### src/rtl/tick_pkg.sv
// Shared types and default widths for the tick counter and its prescaler.
package tick_pkg;

    typedef enum logic {TICK_PERIODIC = 1'b0, TICK_ONESHOT = 1'b1} tick_mode_t;

    localparam int TICK_N_DEF = 26;
    localparam int TICK_P_DEF = 8;

endpackage

### src/rtl/tick_prescaler.sv
// Enabled-cycle divider: strobes once every presc+1 enabled cycles.
module tick_prescaler #(
    parameter int P = 8
) (
    input  logic         boardClk,
    input  logic         rst,
    input  logic         en,
    input  logic         clr,
    input  logic [P-1:0] presc,
    output logic         strobe
);

    logic [P-1:0] cnt;

    // Equality compare: a presc change simply applies at the next compare.
    assign strobe = en && (cnt == presc);

    always_ff @(posedge boardClk) begin
        if (rst || clr) begin
            cnt <= '0;
        end else if (en) begin
            cnt <= strobe ? '0 : cnt + 1'b1;
        end
    end

endmodule

### src/rtl/tick_counter.sv
// Programmable-modulus up/down counter with terminal tick and one-shot mode.
// Optional prescaler compiled in with TICK_COUNTER_PRESCALE_EN.
module tick_counter
    import tick_pkg::*;
#(
    parameter int N = TICK_N_DEF,
    parameter int P = TICK_P_DEF
) (
    input  logic         boardClk,
    input  logic         rst,
    input  logic         en,
    input  logic         UpDownn,
    input  logic         oneShot,
    input  logic         load,
    input  logic [N-1:0] loadVal,
    input  logic [N-1:0] modulus,
`ifdef TICK_COUNTER_PRESCALE_EN
    input  logic [P-1:0] presc,
`endif
    output logic [N-1:0] count,
    output logic         tic,
    output logic         done
);

    logic       strobe;
    logic       step;
    logic       terminal;
    tick_mode_t mode;

`ifdef TICK_COUNTER_PRESCALE_EN
    tick_prescaler #(.P(P)) u_presc (
        .boardClk (boardClk),
        .rst      (rst),
        .en       (en),
        .clr      (load),
        .presc    (presc),
        .strobe   (strobe)
    );
`else
    assign strobe = 1'b1;
`endif

    assign step = en && strobe;
    assign mode = oneShot ? TICK_ONESHOT : TICK_PERIODIC;

    always_comb begin
        terminal = 1'b0;
        if (UpDownn) terminal = (count == modulus);
        else         terminal = (count == '0);
    end

    always_ff @(posedge boardClk) begin
        if (rst) begin
            count <= '0;
            tic   <= 1'b0;
            done  <= 1'b0;
        end else if (load) begin
            count <= loadVal;
            tic   <= 1'b0;
            done  <= 1'b0;
        end else if (step && !done) begin
            tic <= terminal;
            if (terminal) begin
                // One-shot holds at the terminal value until reloaded.
                if (mode == TICK_ONESHOT) done  <= 1'b1;
                else                      count <= UpDownn ? '0 : modulus;
            end else begin
                count <= UpDownn ? count + 1'b1 : count - 1'b1;
            end
        end else begin
            tic <= 1'b0;
        end
    end

endmodule

### config.mk
export PLATFORM = sky130hd
export DESIGN_NAME = tick_counter
export DESIGN_NICKNAME = d
export VERILOG_FILES = /design/src/rtl/tick_pkg.sv /design/src/rtl/tick_prescaler.sv /design/src/rtl/tick_counter.sv
export SDC_FILE = /design/constraint.sdc
export NUM_CORES = 1
export LEC_CHECK = 0
export CORE_MARGIN = 4
export CORE_UTILIZATION = 25
export CTS_BUF_LIST = sky130_fd_sc_hd__clkbuf_4
export DETAILED_ROUTE_END_ITERATION = 8
export SYNTH_ARGS = -nofsm -noshare
export SYNTH_HDL_FRONTEND = slang
export SYNTH_HIERARCHICAL = 1
export SYNTH_SLANG_ARGS = --single-unit
### constraint.sdc
create_clock -name boardClk -period 4.3 [get_ports boardClk]
set_clock_uncertainty 0.1 [all_clocks]
set_input_delay 0.645 -clock boardClk [delete_from_list [all_inputs] [get_ports boardClk]]
set_output_delay 0.645 -clock boardClk [all_outputs]
set_load 0.01 [all_outputs]
=== Word-level counts from Yosys, hierarchy flattened ===
Index checks and enable logic that the tools add are counted.

* Register bits: 28
* Input port bits: 58
* Output and inout port bits: 28
* Logic and storage cells: 24

* $add $sub $neg: 2
* Equality and inequality tests: 2
* Multiplexer cells: 8
* Bitwise operators: 1
* Reductions and logical operators: 8

{| class="wikitable"
|+ Operators by type and width
! cell !! number
|-
| 2-to-1 mux 26 bit || 6
|-
| adder 26 x 1 -> 26 bit (second input constant) || 1
|-
| equality test 26 bit || 1
|-
| zero test 26 bit || 1
|-
| subtractor 26 x 1 -> 26 bit (second input constant) || 1
|-
| != test 3 bit (second input constant) || 1
|-
| AND reduction 3 bit || 1
|-
| OR reduction 3 bit || 1
|-
| 2-to-1 mux 1 bit || 2
|-
| AND reduction 2 bit || 1
|-
| nonzero test 2 bit || 1
|-
| OR reduction 2 bit || 1
|-
| logical AND 1 bit || 1
|-
| zero test 1 bit || 1
|-
| inverter 1 bit || 1
|}

=== Depth between registers and ports, before layout ===
Gate-level depths: netlist of the first run.

* Depth after elaboration: 5
* Mapped depth: 12
* Gate-level depth less buffers: 10

=== Worst setup path after synthesis of the first run ===
OpenSTA, ideal clock, no wires.

* Path kind: input port to flip-flop
* Start point: in UpDownn
* End point: reg count[24]
* Setup time: 0.059 ns
* Arrival: 3.521 ns
* Data required time: 4.141 ns
* Setup slack: 0.620 ns
* Cell stages on the path: 11
* Buffers on the path: 1
* Cell sequence: inv_1 clkbuf_1 ha_1 nor2b_1 o31a_1 o31ai_1 a311oi_1 o211ai_1 mux2_1 o21ai_1 a41o_1

* Cells in the longest elaborated chain, start to end: 5
* Elaborated cells on any way between the ends: 9
* Classes of those cells: 1 x eq/ne; 7 x mux; 1 x reduce/logical

{| class="wikitable"
|+ Ends and longest elaborated chain
! element !! line !! source
|-
| start: declaration || tick_counter.sv:12 || <nowiki>input logic UpDownn,</nowiki>
|-
| 2-to-1 mux 26 bit || tick_counter.sv:66 || <nowiki>else count <= UpDownn ? '0 : modulus;</nowiki>
|-
| 2-to-1 mux 26 bit || tick_counter.sv:65 || <nowiki>if (mode == TICK_ONESHOT) done <= 1'b1;</nowiki>
|-
| 2-to-1 mux 26 bit || tick_counter.sv:63 || <nowiki>if (terminal) begin</nowiki>
|-
| 2-to-1 mux 26 bit || tick_counter.sv:61 || <nowiki>end else if (step && !done) begin</nowiki>
|-
| 2-to-1 mux 26 bit || tick_counter.sv:57 || <nowiki>end else if (load) begin</nowiki>
|-
| end signal: assignment || tick_counter.sv:58 || <nowiki>count <= loadVal;</nowiki>
|-
| end signal: assignment || tick_counter.sv:66 ||
|-
| end signal: assignment || tick_counter.sv:68 || <nowiki>count <= UpDownn ? count + 1'b1 : count - 1'b1;</nowiki>
|-
| end: declaration || tick_counter.sv:20 || <nowiki>output logic [N-1:0] count,</nowiki>
|}

Parallel ways exist; a longest one is shown, timed or not. The select of a mux whose other input is x is not followed.
A chain may end at the register's enable or synchronous reset.

=== Worst setup path after layout of the first run ===
* Start point: in UpDownn
* End point: reg count[19]

The elaborated chain is that of the path after synthesis.

==> impl_results.md, run 1 <==
* Status: finished clean
* Place WS at 0.457 ns
* Inserted Diodes at 0
* Largest stage delay on the critical path at 0.49 ns
* Die span in x at 120 um
* Main synth FF type: dfxtp_1
* Critical Path RT at 4.43 ns
* Largest net degree at the start of global routing at 35
* Final max-slew violation count at 0
* Dominant cell type by area after synthesis: dfxtp_1
* Grt total ovfl at 0
* Seq/Total Area, Yosys at 17.8%
* # setup viols final at 0
* Clk sinks at 28
* Smallest setup slack after layout at 0.764 ns
* Min-delay src: done
* Later-pin clock latency in the skew report at 0.36 ns
* Launching point of the worst reg2reg path: count[4]
* DP HPWL at 9.13 mm
* Layout cells sized above 1 at 3.51%
* Via Count at 3523
* Max Fclk at 0.283 GHz
* Post-CTS setup buffers at 0
* Global-route wire length before repair at 18.5 mm
* Peak supply drop at 0.199 mV
* Post-synth EDFFs at 0
* DRT Pass-1 Iters at 5
* Yosys warns at 6
* H-Tree Depth at 1
* Crit-path max FO at 34
* DRC Markers at 0
* Fillers at 1276
* Synthesized cell area at 3150 um2
* Final Power at 1080 uW
* Slew headroom at 37.2%
* CP max stage cell: o41ai_1
* Syn Inst Count at 405
* Crit Path Class: input pin to register
* Period minus WS final at 3.54 ns
* Die H at 120 um
* Distinct cells, synth at 62
* CTS resizes at 0
* Post-synth ARST share at 0%
* Delay-heaviest family, CP: compound AO/OA/AOI/OAI gates
* CTS Buf Count at 3
* Fin nets at 569
* Avg Cell Area, Syn at 7.78 um2
* Total GRT Usage at 15.7%
* RSZ-0062 raised after global routing: no
* Initial core utilization at 25.9%
* Drt initial violations at 244
* Max_cap viols at 0
* Core Area at 12200 um2
* Row count at 40
* Antenna violations before repair at 0
* Share of the synthesized area in the top cell type at 17.8%
* ANT nets after route at 0
* Clock Tree Buf Depth at 2
* Worst setup EP type: register
* Top cells by area, synth: dfxtp_1 18%, ha_1 9.5%, xnor2_1 6.7%, a21oi_1 4.8%, o221ai_1 4.2%
* Synth-to-Final Area Change at 34.9%
* Seq cells post-synth at 28
* Die area at 14500 um2
* Syn Nets at 488
* Critical path cell sequence: clkdlybuf4s50_1 -> inv_1 -> buf_12 -> ha_1 -> o21a_1 -> nor2b_1 -> o21ai_0 -> a21oi_1 -> o21ai_1 -> mux2i_1 -> o41ai_1 -> a31oi_1
* Wirelength per Cell at 18.1 um
* Cts hold-fix bufs at 0
* CTS Root Cell: clkbuf_4
* Crit path DAT at 3.66 ns
* Pwr/cell area at 253 nW/um2
* CTS clk-pin slew, worst paths at 0.19 ns
* Final Cycle Share at 82.2%
* CTS tree: yes
* Vias per cell at 5.40
* Final wirelength at 11.8 mm
* Vias in the first global route at 3576
* Final Wtd Congestion at 0.902
* Worst-Margin Slew at 0.938 ns
* Count of final hold-check violations at 0
* IO Count at 86
* Hold Crit Class: register to register
* Leakage at 0.00172 uW
* Worst Setup SP: UpDownn
* CP bufs+invs at 3
* Critical Path Start Type: input pin
* Setup TNS at 0 ns
* Port Buf Inserts at 85
## metal layers
layer	vias to the layer above	routed length (um)	track usage (%)
li1	1721	-	-
met1	1647	5430	21.3
met2	139	5440	26.2
met3	16	723	2.67
met4	0	244	3.54
met5	-	0	0
## layout by cell type (no fill, tap or decap), types with 4 or more instances in the layout
cell type,Yosys,final
clkdlybuf4s50_1,0,85
o211ai_1,5,5
nor4_1,12,12
buf_4,0,5
o21ai_0,20,20
o21a_1,6,6
ha_1,24,24
inv_1,16,16
a21o_1,8,8
nor3_1,11,11
and3_1,10,10
a21oi_1,30,30
o31ai_1,4,4
nor2_1,21,21
o221ai_1,15,15
nor2b_1,8,8
xnor2_1,24,24
mux2i_1,12,12
nand2_1,29,29
nand3_1,12,12
nand2b_1,9,9
a31oi_1,15,15
xor2_1,13,13
dfxtp_1,28,28
nand4_1,7,7
or3_1,4,4
## worst reg2reg max path: cells and delay by family, from the launching register on
family / cells / cell delay [ns]
AOI/OAI and AO/OA: 5 / 1.44
DFF: 1 / 0.42
muxes: 1 / 0.16
adders and majority gates: 1 / 0.37
and+or+nand+nor: 2 / 0.34
## metrics by stage
stage,std cells,cell area [um2],hold WS (ns),util [%]
after global routing,653,4250,0.517,35.0
final,653,4250,0.463,35.0
after floorplan,405,3150,0.439,-
after global placement,649,4200,0.426,34.5
after detailed placement,649,4200,0.435,34.5
after CTS,653,4250,0.469,35.0
## path summary, 6_finish.rpt
| check | endpoint | slack [ns] | depth (start not counted) |
|---|---|---|---|
| max | count[19] | 0.76 | 12 |
| min | done | 0.46 | 2 |
| max reg2reg | count[19] | 1.35 | 9 |
| min reg2reg | done | 0.46 | 2 |
## state kept, by name, indices dropped and copies added, names as in the netlist
signal  count
tic         1
count      26
done        1
## power breakdown
part | total, uW | switching (uW) | internal, uW
Sequential | 329 | 45.1 | 284
Clock | 194 | 99.6 | 94.2
Combinational | 554 | 282 | 272
## logic make-up after synthesis
family | share of synthesized area, %
flops | 17.8
mux | 4.88
xor+xnor | 10.3
compound gates | 29.4
simple gates | 23.4
buf+inv | 4.13
fa+ha+maj | 10.2
## synth_stat cells (10+ instances only)
cell type and number:
nor4_1 12, nand2_1 29, nand3_1 12, a31oi_1 15, and3_1 10, o221ai_1 15
nor2_1 21, inv_1 16, nor3_1 11, o21ai_0 20, xor2_1 13, a21oi_1 30
dfxtp_1 28, ha_1 24, xnor2_1 24, mux2i_1 12
## area by class of cell
| type | instances | area (um2) | share of cell area [%] |
|---|---|---|---|
| inverters | 16 | 60.1 | 1.41 |
| flip-flops and latches | 28 | 561 | 13.2 |
| clock buffers | 3 | 22.5 | 0.530 |
| multi-input cells | 346 | 2460 | 57.9 |
| well taps | 168 | 210 | 4.94 |
| repair buffers | 91 | 908 | 21.4 |
| clock inverters | 1 | 30.0 | 0.706 |
Note: power is estimated with default switching activity, not from simulation.
==> run 2: changes to the inputs <==
clock period = 3.6 ns   (was 4.3 ns; I/O delays follow)
==> run 2 against run 1 <==
Net effect: worst setup slack got worse by 0.43 ns; design area rose by 4.1%; sequential share of layout area shrank 0.51 points; critical path depth stayed put; hold slack better by 0.0026 ns; clock power is 23% higher; routed wire length up 3.9%; count of clock-buffer cells in the layout unchanged; largest power group unchanged; utilization increased by 1.4 points; highest routed layer unchanged; power rose by 24%; die area stayed put.
==> impl_results.md, run 2 (synthesis results as in run 1) <==
* H-Tree Depth at 1 (unchanged)
* Max Fclk at 0.307 GHz
* Later-pin clock latency in the skew report at 0.37 ns (about the same)
* Delay-heaviest family, CP: compound AO/OA/AOI/OAI gates
* Commonest non-fill, non-tap cell in the layout: clkdlybuf4s50_1
* Cts hold-fix bufs at 0 (unchanged)
* Crit path DAT at 3.43 ns (-0.23 ns)
* Final Power at 1330 uW (+24%)
* Critical Path RT at 3.77 ns (-0.66 ns)
* Combinational group share of total power at 52.4% (+1.0 points)
* Clock Tree Buf Depth at 2 (unchanged)
* CP max stage cell: clkdlybuf4s50_1
* Slew headroom at 60.5% (+23 points)
* Critical path cell sequence: clkdlybuf4s50_1 -> inv_1 -> buf_12 -> ha_1 -> o21a_1 -> nor2b_1 -> o21ai_0 -> a21oi_1 -> o21ai_1 -> mux2i_1 -> o41ai_1 -> a31oi_1
* CTS Buf Count at 3 (unchanged)
* Global-route wire length before repair at 19.6 mm (+6.2%)
* Final Wtd Congestion at 0.922 (+2.2%)
* Worst Setup SP: UpDownn
* Clk sinks at 28 (unchanged)
* Largest net degree at the start of global routing at 26 (-26%)
* CTS tree: yes
* CTS resizes at 0 (unchanged)
* Placement Cell Area at 4370 um2 (+4.1%)
* FF-to-FF setup slack at 0.64 ns (-0.71 ns)
* Leakage at 0.00183 uW (+6.5%)
* CP bufs+invs at 3 (unchanged)
* Crit-path max FO at 25 (-26%)
* Peak supply drop at 0.174 mV (-12%)
* Fin nets at 592 (+4.0%)
* IO Count at 86 (unchanged)
* Fillers at 1281 (+0.39%)
* Status: finished clean
* Vias in the first global route at 3692 (+3.2%)
* ANT nets after route at 0 (unchanged)
* Inserted Diodes at 0 (unchanged)
* Layout cells sized above 1 at 7.87% (+4.4 points)
* Min-delay src: done
* Port Buf Inserts at 85 (unchanged)
* Antenna violations before repair at 0 (unchanged)
* CTS Root Cell: clkbuf_4
* Initial core utilization at 25.9% (unchanged)
* Total GRT Usage at 16.6% (+0.92 points)
* Clk pwr share at 17.9% (about the same)
* Hold endpoint: done
* Via Count at 3685 (+4.6%)
* Final wirelength at 12.3 mm (+3.9%)
* Most flops, register: count
* Grt total ovfl at 0 (unchanged)
* Reg2reg end: count[24]
* Post-CTS setup buffers at 0 (unchanged)
* Worst setup EP type: register
* Commonest cells after routing, fill and taps aside: 85 x clkdlybuf4s50_1, 30 x a21oi_1, 29 x nand2_1, 28 x dfxtp_1, 28 x buf_4
* Seq pwr share at 29.7% (-0.9 points)
* CTS clk-pin slew, worst paths at 0.21 ns (+0.02 ns)
* Pwr/cell area at 301 nW/um2 (+19%)
* Final Instance Area at 4420 um2 (+4.1%)
* Hold path cells at 2 (unchanged)
* Internal power at 805 uW (+24%)
* Hold Crit Class: register to register
* Vias per cell at 5.45 (+1.0%)
* Biggest regs: count: 26 flops, done: 1 flops, tic: 1 flops
* Die H at 120 um (unchanged)
* Core Area at 12200 um2 (unchanged)
* DRC Markers at 0 (unchanged)
* Count of final hold-check violations at 0 (unchanged)
* Final Cycle Share at 90.6%
* Worst-Margin Slew at 0.592 ns (-0.345 ns)
* Launching point of the worst reg2reg path: count[0]
* DRT Pass-1 Iters at 5 (unchanged)
* Wirelength per Cell at 18.2 um (+0.38%)
* DP HPWL at 9.65 mm (+5.8%)
* Setup TNS at 0 ns (unchanged)
* Max_cap viols at 0 (unchanged)
* Synth-to-Final Area Change at 40.4%
* # setup viols final at 0 (unchanged)
* Psw at 527 uW (+23%)
* Period minus WS final at 3.26 ns
* Critical Path Start Type: input pin
* Die span in x at 120 um (unchanged)
* Largest stage delay on the critical path at 0.49 ns (about the same)
* Final max-slew violation count at 0 (unchanged)
* Switching Fraction at 39.6% (-0.053 points)
* Die area at 14500 um2 (unchanged)
* Max FFs per register at 26 (unchanged)
* RSZ-0062 raised after global routing: no
* Final Hold Slack at 0.466 ns (+0.00264 ns)
* Row count at 40 (unchanged)
* Drt initial violations at 231 (-5.3%)
* R2r worst-path depth at 10 (+1)
* Crit Path Class: input pin to register
## run 2: metrics by stage
step                instances  utilization [%]  setup WS [ns]
detailed placement        672             35.9        0.00714
global route              676             36.4          0.136
CTS                       676             36.4          0.399
finish                    676             36.4          0.339
global placement          672             35.9         0.0832
floorplan                 405                -         0.0251
## run 2: area by class of cell
cell class                      count  area [um2]  area share [%]
Inverter                           16        60.1            1.36
Multi-Input combinational cell    346        2460            55.6
Clock inverter                      1        30.0           0.679
Tap cell                          168         210            4.75
Sequential cell                    28         561            12.7
Clock buffer                        3        22.5           0.509
Timing Repair Buffer              114        1080            24.4
## run 2: routing by layer
layer | vias up | global-route usage (%) | routed length, um
met4 | 0 | 4.39 | 314
met3 | 18 | 2.81 | 776
met1 | 1727 | 21.7 | 5430
li1 | 1772 | - | -
met2 | 168 | 28.5 | 5770
met5 | - | 0 | 0
## run 2: worst max path at each step
stage,endpoint,slack (ns),cells past startpoint
6_report,count[19],0.34,12
5_1_grt,count[24],0.14,12
4_1_cts,count[19],0.40,12
3_5_place_dp,count[19],0.007,12
3_3_place_gp,count[24],0.08,12
2_1_floorplan,count[24],0.03,11
## run 2: power by group through the flow
stage                     Combinational, uW  Clock (uW)  Sequential [uW]
final                                   698         238              395
after global placement                  682           0              399
after detailed placement                690           0              401
after global routing                    769         252              399
after CTS                               695         244              394
after floorplan                         402           0              396
## run 2: tightest hold or removal path, stage by stage, from the launching register on
cell and delay, ns:
dfxtp_1 0.36, a31oi_1 0.14, nor3_1 0.05
==> run 3: changes to the inputs <==
SLEW_MARGIN = 20   (was not set)
==> results of run 3 <==
No change in the layout: final DEF, timing and power equal those of run 2.
==> RTL edit 1 (config.mk and constraints of run 1) <==
`TICK_N_DEF`: 26 -> 52.
--- a/src/rtl/tick_pkg.sv
+++ b/src/rtl/tick_pkg.sv
@@ -4,5 +4,5 @@
     typedef enum logic {TICK_PERIODIC = 1'b0, TICK_ONESHOT = 1'b1} tick_mode_t;
 
-    localparam int TICK_N_DEF = 26;
+    localparam int TICK_N_DEF = 52;
     localparam int TICK_P_DEF = 8;
 
Interface: changed (resized count, loadVal and modulus); port bits go from 86 to 164. The function was not compared with the original's and may differ.
==> RTL edit 1 against run 1 <==
- worst setup slack lost 0.54 ns
- wire length grew to 2.5 times the old value
- synthesized area grew 110%
- register-to-register slack lost 0.47 ns
- sequential share of layout area shrank 1.7 points
- sequential cell count grew 26
- critical path depth grew 4
- clock power grew 100%
- via count grew 130%
- final area grew 120%
- power grew 120%
- critical endpoint is now count[28]
- highest routed layer unchanged
==> RTL edit 1: results (changes against run 1) <==
placement:
  portBuffers: 163  # was 85
  dp_hpwl_um: 23930  # was 9127 um
  gp_congestion: 0.9635  # was 0.9023
  dpl_cell_area_um2: 9320  # was 4199 um^2
setup_path:
  cp-startpoint: "UpDownn"  # unchanged
  cp_slowest_cell: "clkdlybuf4s50_1"  # was o41ai_1
  critPathMaxStageDelay_ns: 0.51  # was 0.49 ns
  r2r-start: "count[2]"  # was count[4]
  crit_family: "compound AO/OA/AOI/OAI gates"  # unchanged
  worstPathMaxFanout: 15  # was 34
  arrival_ns: 4.36  # was 3.66 ns
cells_and_area:
  final_layout_size_suffix_gt1_share_pct: 12.94  # was 3.505%
  fillers: 2811  # was 1276
  reg.largest.list: "count (52), done (1), tic (1)"  # was count (26), done (1), tic (1)
  diodes: 0  # unchanged
  nNetsFinal: 1319  # was 569
logic_synthesis:
  ys_async_sr_fraction_pct: 0  # unchanged
  synth.distinct_cells: 74  # was 62
  yosysSeqAreaShare_pct: 16.38  # was 17.79%
  ys_top_cells_by_count: "nor2_1 (112), a21oi_1 (108), xnor2_1 (79), nand2_1 (78), dfxtp_1 (54)"  # was a21oi_1 (30), nand2_1 (29), dfxtp_1 (28), ha_1 (24), xnor2_1 (24)
  synth_warnings: 6  # unchanged
  synth_area_leaders: "dfxtp_1 (16%), xnor2_1 (10%), ha_1 (9.5%)"  # was dfxtp_1 (18%), ha_1 (9.5%), xnor2_1 (6.7%)
  synthFlopType: "dfxtp_1"  # unchanged
  syn_nets: 1087  # was 488
clocking:
  post_cts_resized: 0  # unchanged
  root_buffer: "clkbuf_4"  # unchanged
  htreeDepth: 2  # was 1
  clk_path_buf_depth: 2  # unchanged
  post-cts-setup-buffers: 0  # unchanged
  clk_latency_ns: 0.45  # was 0.36 ns
  clk_pin_slew_worst_paths_ns: 0.21  # was 0.19 ns
  numCtsBuffers: 5  # was 3
power:
  max-vdd-ir-drop_mv: 0.1088  # was 0.1989 mV
  leakagePower_nw: 3.889  # was 1.717 nW
global_route:
  grt_pass1_wl_um: 44980  # was 18450 um
  track_usage_pct: 19.75  # was 15.73%
  grt_start_max_net_pins: 63  # was 35
  antenna_found_initial: 0  # unchanged
  grt_pass1_vias: 7791  # was 3576
detailed_routing:
  drtPass1Iterations: 5  # unchanged
  drtIter0Drc: 657  # was 244
  dr_total_vias: 8064  # was 3523
  finalWirelength_um: 29800  # was 11830 um
outcome:
  outcome: "complete, no violations"  # unchanged
timing:
  slew_viol_final: 0  # unchanged
  slew_headroom_pct: 43.65  # was 37.25%
worst_hold_path:
  hold_class: "flop to flop"  # unchanged
  hp-start: "done"  # unchanged
RTL edit 1: changes by cell type after synthesis, sizes merged, moves of 19 or more:
cell | before | now
a21o | 8 | 35
a21oi | 30 | 110
clkbuf | 9 | 40
dfxtp | 28 | 54
ha | 24 | 50
nand2 | 30 | 78
nand3 | 12 | 32
nor2 | 21 | 112
o21ai | 22 | 41
xnor2 | 24 | 79
RTL edit 1: worst register-to-register path, cell delays in order (launching register included):
cell	delay [ns]
dfxtp_1	0.47
ha_1	0.29
buf_4	0.16
a211oi_1	0.34
o21bai_1	0.16
a22o_1	0.26
o21ai_0	0.22
buf_4	0.15
o21ai_0	0.09
a21boi_0	0.26
o21ai_0	0.14
xnor2_1	0.30
buf_4	0.18
o211ai_1	0.07
and3b_1	0.21
RTL edit 1: worst paths after layout:
check | end | slack (ns) | cells after the start
worst max-delay path | count[28] | 0.22 | 16
worst min-delay path | done | 0.43 | 2
worst max register to register | count[28] | 0.88 | 14
worst min register to register | done | 0.43 | 2
RTL edit 1: cells by family after synthesis:
| family | Yosys count | synth area share (%) |
|---|---|---|
| buffers and inverters | 79 | 5.081 |
| AND/OR/NAND/NOR | 331 | 23.55 |
| flip-flops | 54 | 16.38 |
| AO/OA/AOI/OAI | 316 | 32.56 |
| adder cells (fa/ha/maj) | 51 | 9.784 |
| XOR/XNOR | 93 | 12.34 |
| multiplexers | 2 | 0.3034 |
RTL edit 1: layout make-up:
type                    count  area, um^2  share of cell area [%]
flip-flops and latches     54        1081                   11.47
clock buffers               5       37.54                  0.3984
inverters                  19       71.32                  0.7570
well taps                 335       419.2                   4.449
clock inverters             3       63.81                  0.6773
multi-input cells         793        5196                   55.15
repair buffers            285        2552                   27.09
RTL edit 1: through the flow:
step	std cells	setup WS (ns)	util [%]	setup TNS (ns)
6_report	1494	0.2227	36.26	0
3_5_place_dp	1486	-0.1449	35.87	-0.5648
5_1_grt	1494	0.04729	36.26	0
3_3_place_gp	1486	-0.09696	35.87	-0.1963
2_1_floorplan	926	0.1296	-	0
4_1_cts	1494	0.3379	36.26	0
RTL edit 1: power breakdown:
group	total (mW)	switching, mW	leakage (nW)	internal [mW]
logic	1.31	0.666	3.39	0.642
clock network	0.389	0.210	0.0528	0.179
registers	0.632	0.0882	0.448	0.544
total	2.33	0.965	3.89	1.36
RTL edit 1: routing by layer:
layer | vias up | wire [um] | track usage, %
li1 | 3924 | - | -
met1 | 3786 | 13530 | 28.00
met2 | 321 | 13270 | 30.95
met3 | 33 | 2383 | 3.995
met4 | 0 | 614 | 4.410
met5 | - | 0 | 0
==> RTL edit 2 (flow settings as in run 1) <==
Without the edit above. Put one more register stage on the output `count`, with the module's reset. The value now appears one clock later. The other outputs are not delayed to match.
--- a/src/rtl/tick_counter.sv
+++ b/src/rtl/tick_counter.sv
@@ -23,4 +23,6 @@
 );
 
+    logic [N-1:0] count_s0;
+
     logic       strobe;
     logic       step;
@@ -46,15 +48,15 @@
     always_comb begin
         terminal = 1'b0;
-        if (UpDownn) terminal = (count == modulus);
-        else         terminal = (count == '0);
+        if (UpDownn) terminal = (count_s0 == modulus);
+        else         terminal = (count_s0 == '0);
     end
 
     always_ff @(posedge boardClk) begin
         if (rst) begin
-            count <= '0;
+            count_s0 <= '0;
             tic   <= 1'b0;
             done  <= 1'b0;
         end else if (load) begin
-            count <= loadVal;
+            count_s0 <= loadVal;
             tic   <= 1'b0;
             done  <= 1'b0;
@@ -64,7 +66,7 @@
                 // One-shot holds at the terminal value until reloaded.
                 if (mode == TICK_ONESHOT) done  <= 1'b1;
-                else                      count <= UpDownn ? '0 : modulus;
+                else                      count_s0 <= UpDownn ? '0 : modulus;
             end else begin
-                count <= UpDownn ? count + 1'b1 : count - 1'b1;
+                count_s0 <= UpDownn ? count_s0 + 1'b1 : count_s0 - 1'b1;
             end
         end else begin
@@ -73,4 +75,12 @@
     end
 
+    always_ff @(posedge boardClk) begin
+        if (rst) begin
+            count <= '0;
+        end else begin
+            count <= count_s0;
+        end
+    end
+
 endmodule
 
Function: changed (Yosys sat finds a counterexample within 4 cycles, from zero or initial values and one cycle with rst high).
==> RTL edit 2 against run 1 <==
- via count grew 15%
- critical endpoint is now count_s0[12]
- critical path type unchanged
- sequential share of layout area up 8.2 points
- first-iteration DRC count is 75% higher
- worst setup slack lost 0.068 ns
- fmax fell by 1.9%
- final area increased by 19%
- wire length is 19% higher
- power grew 44%
- sequential cell count rose by 26
- synthesized area grew 22%
==> RTL edit 2: results (changes against run 1) <==
outcome:
  outcome: "complete, no violations"  # unchanged
placement:
  portBuffers: 85  # unchanged
  dpl.cell_count: 746  # was 649
  gp_congestion: 0.9718  # was 0.9023
  dp_hpwl_um: 10850  # was 9127 um
  dpl_cell_area_um2: 4969  # was 4199 um^2
  dpl_worst_slack_ns: 0.3419  # was 0.4571 ns
detailed_routing:
  top_layer: "met4"  # unchanged
  route.met2.wl_um: 6613  # was 5436 um
  met1_length_um: 6350  # was 5426 um
  avgRoutedWirePerCell_um: 18.64  # was 18.12 um
  wl_met3_um: 747  # was 723 um
  finalWirelength_um: 14070  # was 11830 um
  drtIter0Drc: 428  # was 244
  dr_total_vias: 4040  # was 3523
  drtPass1Iterations: 5  # unchanged
logic_synthesis:
  synth-compound-area-share_pct: 28.21  # was 29.39%
  synth.area.mux_share_pct: 0.5532  # was 4.885%
  ys_async_sr_fraction_pct: 0  # unchanged
  synth_area_leaders: "dfxtp_1 (28%), ha_1 (7.8%), xnor2_1 (7.3%)"  # was dfxtp_1 (18%), ha_1 (9.5%), xnor2_1 (6.7%)
  ys_top_cells_by_count: "dfxtp_1 (54), a21oi_1 (39), nand2_1 (36), xnor2_1 (32), nor2_1 (28)"  # was a21oi_1 (30), nand2_1 (29), dfxtp_1 (28), ha_1 (24), xnor2_1 (24)
  yosysSeqAreaShare_pct: 28.12  # was 17.79%
  synthFlopType: "dfxtp_1"  # unchanged
  synth.distinct_cells: 66  # was 62
  syn_nets: 558  # was 488
  synth_cells: 475  # was 405
  synth_warnings: 6  # unchanged
  synth-xor-area-share_pct: 8.884  # was 10.29%
  synth_fa_ha_area_share_pct: 8.331  # was 10.17%
clocking:
  clk_latency_ns: 0.41  # was 0.36 ns
  clk_path_buf_depth: 2  # unchanged
  numCtsBuffers: 5  # was 3
  htreeDepth: 2  # was 1
  clk_pin_slew_worst_paths_ns: 0.17  # was 0.19 ns
  post-cts-setup-buffers: 0  # unchanged
  root_buffer: "clkbuf_4"  # unchanged
worst_hold_path:
  hp-start: "done"  # unchanged
  hold_class: "flop to flop"  # unchanged
power:
  power.switching_uw: 571.6  # was 426.7 uW
  max-vdd-ir-drop_mv: 0.1202  # was 0.1989 mV
  leakagePower_nw: 2.020  # was 1.717 nW
timing:
  layout_setup_ws_ns: 0.6961  # was 0.7642 ns
  slew_headroom_pct: 41.67  # was 37.25%
global_route:
  track_usage_pct: 15.86  # was 15.73%
  antenna_found_initial: 1  # was 0
  grt_pass1_wl_um: 22190  # was 18450 um
  grt_start_max_net_pins: 25  # was 35
  grt_pass1_vias: 3949  # was 3576
cells_and_area:
  reg.largest.list: "count (26), count_s0 (26)"  # was count (26), done (1), tic (1)
  final_layout_size_suffix_gt1_share_pct: 6.007  # was 3.505%
  nNetsFinal: 648  # was 569
  final_core_utilization_pct: 33.37  # was 34.96%
  fillers: 1544  # was 1276
setup_path:
  r2r-start: "count_s0[2]"  # was count[4]
  critPathMaxStageDelay_ns: 0.50
  worstPathMaxFanout: 15  # was 34
  crit_family: "compound AO/OA/AOI/OAI gates"  # unchanged
  cp_slowest_cell: "or4b_1"  # was o41ai_1
==> RTL edit 2: changes by cell type in the layout (fill, tap and decap cells not counted), moves of 9 or more <==
cell,run 1,this run
dfxtp_1,28,54
o221ai_1,15,0
nor2b_1,8,21
mux2i_1,12,1
buf_4,5,15
a21oi_1,30,39
==> RTL edit 2: layer usage <==
| layer | vias to the layer above | track usage [%] |
|---|---|---|
| met5 | - | 0 |
| met4 | 0 | 5.426 |
| met3 | 27 | 2.519 |
| met2 | 148 | 26.23 |
| met1 | 1912 | 21.02 |
| li1 | 1953 | - |
==> RTL edit 2: final cells by class <==
| class | count | area share [%] |
|---|---|---|
| clock buffer | 6 | 0.8913 |
| multi-input combinational | 379 | 51.35 |
| inverter | 25 | 1.857 |
| antenna | 1 | 0.04952 |
| sequential | 54 | 21.39 |
| clock inverter | 2 | 0.7428 |
| timing repair buffer | 100 | 19.06 |
| tap | 188 | 4.655 |
==> RTL edit 2: path summary, 6_finish.rpt <==
kind	to	slack (ns)	cells after the start
max	count_s0[12]	0.70	11
min	done	0.40	2
max reg2reg	count_s0[12]	1.33	9
min reg2reg	done	0.40	2
==> RTL edit 2: cells by family after synthesis <==
| family | count (synthesis) |
|---|---|
| mux | 2 |
| simple gates | 158 |
| compound gates | 155 |
| xor+xnor | 39 |
| fa+ha+maj | 25 |
| flops | 54 |
| buf+inv | 42 |
==> RTL edit 2: worst min-delay path, stage by stage, from the launching register on <==
cell	delay, ns
dfxtp_1	0.36
inv_1	0.07
a21oi_1	0.06
==> RTL edit 2: power groups by stage <==
stage	Combinational (mW)	Sequential (mW)	Clock (mW)
floorplan	0.406	0.601	0
global placement	0.626	0.612	0
detailed placement	0.627	0.613	0
CTS	0.632	0.602	0.326
global route	0.699	0.609	0.337
finish	0.636	0.602	0.315
